===== config.mk =====
export PLATFORM = sky130hd
export DESIGN_NAME = tx_module
export DESIGN_NICKNAME = d
export VERILOG_FILES = /design/src/rtl/uart_pkg.sv /design/src/rtl/tx_baud_gen.sv /design/src/rtl/tx_module.sv
export SDC_FILE = /design/constraint.sdc
export NUM_CORES = 1
export LEC_CHECK = 0
export ABC_AREA = 0
export BUFFER_PORTS_ARGS = -buffer_cell sky130_fd_sc_hd__buf_4
export CORE_AREA = 2 2 63 65
export CTS_BUF_LIST = sky130_fd_sc_hd__clkbuf_2 sky130_fd_sc_hd__clkbuf_4 sky130_fd_sc_hd__clkbuf_8
export CTS_CLUSTER_DIAMETER = 40
export DETAILED_ROUTE_END_ITERATION = 10
export DIE_AREA = 0 0 65 67
export PLACE_DENSITY = 0.62
export RECOVER_POWER = 50
export SLEW_MARGIN = 20
export SYNTH_ARGS = -nofsm -noshare
export SYNTH_HDL_FRONTEND = slang
export SYNTH_SLANG_ARGS = --single-unit

===== constraint.sdc =====
create_clock -name CLOCK -period 3.1 [get_ports CLOCK]
set_clock_uncertainty 0.15 [all_clocks]
set_input_delay 0.31 -clock CLOCK [delete_from_list [all_inputs] [get_ports CLOCK]]
set_output_delay 0.31 -clock CLOCK [all_outputs]
set_load 0.01 [all_outputs]

===== src/rtl/uart_pkg.sv =====
// Definitions shared by the UART transmitter and receiver: FSM encoding,
// parity modes and the default 50 MHz / 9600 baud divisor.
package uart_pkg;

  typedef enum logic [2:0] {
    ST_IDLE,
    ST_START,
    ST_DATA,
    ST_PARITY,
    ST_STOP,
    ST_DONE
  } uart_state_e;

  localparam int PAR_NONE = 0;
  localparam int PAR_ODD  = 1;
  localparam int PAR_EVEN = 2;

  localparam int DEFAULT_BAUD_DIV = 5208;

  // Even mode sends the XOR of the byte; odd mode sends its inverse.
  function automatic logic parity_bit(input logic [7:0] data, input int mode);
    return (mode == PAR_ODD) ? ~(^data) : ^data;
  endfunction

endpackage


===== src/rtl/tx_baud_gen.sv =====
// Bit-period counter: counts 0..BAUD_DIV-1 while enabled and ticks bit_end_o
// on the last cycle of each bit.
module tx_baud_gen #(
  parameter int BAUD_DIV = 16
) (
  input  logic clk_i,
  input  logic rst_ni,
  input  logic clear_i,
  input  logic enable_i,
  output logic bit_end_o
);

  localparam int CW = $clog2(BAUD_DIV);

  if (BAUD_DIV < 2 || BAUD_DIV > 65535) begin : g_bad_baud_div
    $error("tx_baud_gen: BAUD_DIV must lie in 2..65535");
  end

  logic [CW-1:0] cnt_q;
  logic [CW-1:0] cnt_d;

  assign bit_end_o = enable_i && (cnt_q == CW'(BAUD_DIV - 1));

  always_comb begin
    cnt_d = cnt_q;
    if (clear_i) begin
      cnt_d = '0;
    end else if (enable_i) begin
      cnt_d = bit_end_o ? '0 : cnt_q + CW'(1);
    end
  end

  always_ff @(posedge clk_i or negedge rst_ni) begin
    if (!rst_ni) begin
      cnt_q <= '0;
    end else begin
      cnt_q <= cnt_d;
    end
  end

endmodule


===== src/rtl/tx_module.sv =====
// UART transmitter: one request sends start bit, 8 data bits LSB first,
// optional parity bit and 1 or 2 stop bits, then pulses TX_Done_Sig.
module tx_module
  import uart_pkg::*;
#(
  parameter int BAUD_DIV  = DEFAULT_BAUD_DIV,
  parameter int PARITY    = PAR_NONE,
  parameter int STOP_BITS = 1
) (
  input  logic       CLOCK,
  input  logic       RST_n,
  input  logic       TX_En_Sig,
  input  logic [7:0] TX_Data,
  output logic       TX_Done_Sig,
  output logic       TX_Busy,
  output logic       TXD
);

  if (PARITY != PAR_NONE && PARITY != PAR_ODD && PARITY != PAR_EVEN) begin : g_bad_parity
    $error("tx_module: PARITY must be 0 (none), 1 (odd) or 2 (even)");
  end

  if (STOP_BITS != 1 && STOP_BITS != 2) begin : g_bad_stop_bits
    $error("tx_module: STOP_BITS must be 1 or 2");
  end

  uart_state_e state_q;
  logic [7:0]  shift_q;
  logic        par_q;
  logic [2:0]  bit_cnt_q;
  logic        stop_cnt_q;
  logic        armed_q;
  logic        txd_q;
  logic        busy_q;
  logic        done_q;

  logic        baud_clear;
  logic        baud_en;
  logic        bit_end;

  // The counter is held at zero outside the bit-carrying states, so the
  // start bit always begins with a fresh count; later entries ride its wrap.
  assign baud_clear = (state_q == ST_IDLE) || (state_q == ST_DONE);
  assign baud_en    = !baud_clear;

  tx_baud_gen #(
    .BAUD_DIV (BAUD_DIV)
  ) u_baud_gen (
    .clk_i     (CLOCK),
    .rst_ni    (RST_n),
    .clear_i   (baud_clear),
    .enable_i  (baud_en),
    .bit_end_o (bit_end)
  );

  always_ff @(posedge CLOCK or negedge RST_n) begin
    if (!RST_n) begin
      state_q    <= ST_IDLE;
      shift_q    <= '0;
      par_q      <= 1'b0;
      bit_cnt_q  <= '0;
      stop_cnt_q <= 1'b0;
      armed_q    <= 1'b1;
      txd_q      <= 1'b1;
      busy_q     <= 1'b0;
      done_q     <= 1'b0;
    end else begin
      done_q <= 1'b0;
      // A low request re-arms in every state; it never aborts a frame.
      if (!TX_En_Sig) begin
        armed_q <= 1'b1;
      end
      case (state_q)
        ST_IDLE: begin
          if (TX_En_Sig && armed_q) begin
            shift_q <= TX_Data;
            par_q   <= parity_bit(TX_Data, PARITY);
            armed_q <= 1'b0;
            busy_q  <= 1'b1;
            txd_q   <= 1'b0;
            state_q <= ST_START;
          end
        end
        ST_START: begin
          if (bit_end) begin
            txd_q     <= shift_q[0];
            shift_q   <= shift_q >> 1;
            bit_cnt_q <= '0;
            state_q   <= ST_DATA;
          end
        end
        ST_DATA: begin
          if (bit_end) begin
            if (bit_cnt_q == 3'd7) begin
              if (PARITY != PAR_NONE) begin
                txd_q   <= par_q;
                state_q <= ST_PARITY;
              end else begin
                txd_q      <= 1'b1;
                stop_cnt_q <= 1'b0;
                state_q    <= ST_STOP;
              end
            end else begin
              txd_q     <= shift_q[0];
              shift_q   <= shift_q >> 1;
              bit_cnt_q <= bit_cnt_q + 3'd1;
            end
          end
        end
        ST_PARITY: begin
          if (bit_end) begin
            txd_q      <= 1'b1;
            stop_cnt_q <= 1'b0;
            state_q    <= ST_STOP;
          end
        end
        ST_STOP: begin
          if (bit_end) begin
            if (stop_cnt_q == 1'(STOP_BITS - 1)) begin
              done_q  <= 1'b1;
              state_q <= ST_DONE;
            end else begin
              stop_cnt_q <= 1'b1;
            end
          end
        end
        ST_DONE: begin
          busy_q  <= 1'b0;
          state_q <= ST_IDLE;
        end
        default: begin
          txd_q   <= 1'b1;
          busy_q  <= 1'b0;
          state_q <= ST_IDLE;
        end
      endcase
    end
  end

  assign TXD         = txd_q;
  assign TX_Busy     = busy_q;
  assign TX_Done_Sig = done_q;

endmodule


==> results.txt <==
outcome = complete, but fails checks
failing checks = capacitance limit, slew limit
Slew Limit Fails = 32
Die Y = 67 um
VDD IR max = 0.4615 mV
Worst Hold Class = primary input to flop
crit-path cells = or4b_1, or3_1, a21boi_2, mux2_2
Critical-path top delay cell = or4b_1
Die Span X = 65 um
DRT antenna net count = 0
Clock Root Buffer = clkbuf_8
CP Buf/Inv Count = 0
minimum clock period = 2.350 ns
synth warn = 0
Main synth FF type = dfrtp_1
NetSw = 0.3579 mW
postcts setup bufs = 0
Syn-to-layout area delta = 17.33%
RSZ-0062 raised after global routing = no
crit-path leading delay family = simple AND/OR/NAND/NOR gates
first-pass GRT wire length = 5.575 mm
initial core utilization = 0.4386
FILL cells = 340
dominant cell type by area after synthesis = dfrtp_1
drt initial violations = 77
CTS tree = built
clk slew on worst S/H paths = 0.07 ns
Detail Placement HPWL = 2.147 mm
GRT Resource Usage Total = 0.1748
Overall Power = 1.254 mW
kind of critical path = flop to flop
grt ovf = 0
number of synthesized flops with an enable pin = 0
CP arrival = 2.37 ns
final net count = 183
clock latency on the worst-skew pair = 0.30 ns
Post-Route Setup TNS = 0 ns
H-tree depth = 2
Setup crit start kind = flop
Final Hold Viols = 0
TritonCTS Buffers = 5
sequential cell area = 778.2 sq um
most frequent cells in the layout = dfrtp_1 (29), nor2_1 (16), buf_4 (13), nand2b_1 (10), nand2_1 (9)
number of gates resized after CTS = 0
Antenna diodes = 0
net switching fraction of the power = 0.2854
CP peak stage delay = 0.57 ns
commonest non-fill, non-tap cell in the layout = dfrtp_1
area of the core = 3606 sq um
routability cong. = 0.8611
synth top area cells = dfrtp_1 (46%), o221a_2 (5.7%), nand2b_1 (4.0%)
vias in the first global route = 1256
Period Utilization, post-route = 0.7579
part of the power in the clock network = 0.331
Leak = 0.7763 nW
Syn Inst Count = 152
Pint = 0.8960 mW
Finish-stage setup viols = 0
Flop pwr share = 0.472
Comb power frac = 0.197
clk sink count = 31
PwrDens = 675.8 nW/um^2
Least-Margin Pin Slew = 1.626 ns
CP Capture Type = flop
syn_nets = 166
register area share after synthesis = 0.4921
Via Count = 1216
Max-cap violations = 1
#FFs+latches synth = 31
multi-input logic area = 759.5 sq um
final WL = 3.109 mm
DR DRC count = 0
Syn Area/Cell = 10.40 sq um
WL/cell = 14.26 um
fmax = 425.6 MHz
# IOs = 14
clk buf depth = 2
Slew HR = -0.08400
antenna violations before repair = 0
cts hold-fix bufs = 2
ys async rst share = 1.000
full die area = 4355 sq um
Cell Rows = 22
Yosys cell types = 41
share of layout cells above drive strength 1 = 0.2176
mapped cell area = 1582 sq um
Synth top area share = 0.4589
pin count of the biggest net entering global routing = 32
Worst Path Required = 3.12 ns
port bufs = 13
CP Max Fanout = 6
via-per-instance ratio = 5.578
detailed-router iteration count before antenna repair = 4
-- worst min-delay path, delay by kind of cell --
kind,cells,cell delay [ns]
buf+inv,1,0.08
simple gates,1,0.06
compound gates,1,0.07
-- cell usage after synthesis (all sizes together), types with 2 or more instances --
cell,instances
nand4,2
and4,2
dfrtp,29
a21boi,2
or3,3
xor2,5
nand2,9
inv,5
dfstp,2
nor2,16
nor4,3
nor3b,2
clkbuf,4
o221a,8
a21oi,4
xnor2,6
nand2b,10
nor3,5
ha,3
o21ai,6
mux2,2
o31ai,2
nand3,6
buf,2
-- stage by stage --
stage	cells	util	setup slack, ns	hold WS [ns]	instance area, sq um
2_1_floorplan	152	-	0.8650	-0.1356	1582
3_3_place_gp	208	0.4774	0.7928	0.1073	1722
3_5_place_dp	208	0.4774	0.7505	0.1141	1722
4_1_cts	218	0.5156	0.7488	0.1218	1859
5_1_grt	218	0.5146	0.6580	0.1161	1856
6_report	218	0.5146	0.7504	0.1183	1856
-- path summary, 6_finish.rpt --
kind / cells after the start / slack [ns] / endpoint / startpoint
min in group asynchronous: 2 / 0.81 / shift_q[3] / RST_n
max in group asynchronous: 2 / 1.04 / u_baud_gen.cnt_q[9] / RST_n
setup reg to reg: 4 / 0.75 / bit_cnt_q[1] / u_baud_gen.cnt_q[5]
setup / recovery: 4 / 0.75 / bit_cnt_q[1] / u_baud_gen.cnt_q[5]
hold reg to reg: 2 / 0.34 / armed_q / armed_q
hold / removal: 3 / 0.12 / shift_q[7] / TX_Data[7]
-- flip-flops by register name (all words and copies together) (netlist names) --
signal / flops
u_baud_gen.cnt_q: 13
TX_Done_Sig: 1
state_q: 3
TX_Busy: 1
shift_q: 8
armed_q: 1
TXD: 1
bit_cnt_q: 3
-- metal layers --
layer,vias up,global-route usage,wire length (um)
met4,0,0.09309,51
met1,609,0.1989,1396
met3,5,0.05743,127
met5,-,0,0
li1,584,-,-
met2,18,0.2912,1533
-- power by group through the flow --
stage	clock, mW	sequential (mW)	combinational (mW)
finish	0.415	0.592	0.247
global route	0.448	0.605	0.279
CTS	0.422	0.589	0.253
detailed placement	0	0.594	0.249
global placement	0	0.590	0.237
floorplan	0	0.568	0.192
-- logic make-up (layout without fill, tap and decap cells) --
| kind of cell | after synthesis | after routing | share of synthesized area |
|---|---|---|---|
| AOI/OAI and AO/OA | 30 | 30 | 0.1590 |
| DFF | 31 | 31 | 0.4921 |
| muxes | 2 | 2 | 0.01424 |
| buffers and inverters | 11 | 29 | 0.02769 |
| adders and majority gates | 3 | 3 | 0.02374 |
| and+or+nand+nor | 64 | 64 | 0.2223 |
| xor gates and xnor gates | 11 | 11 | 0.06092 |
-- area by class of cell --
class                      instances  share of cell area
clock buffer                       6             0.04450
multi-input combinational        110              0.4093
tap                               48             0.03237
clock inverter                     2             0.01888
sequential                        31              0.4194
timing repair buffer              16             0.06541
inverter                           5             0.01011
Note: power is estimated with default switching activity, not from simulation.
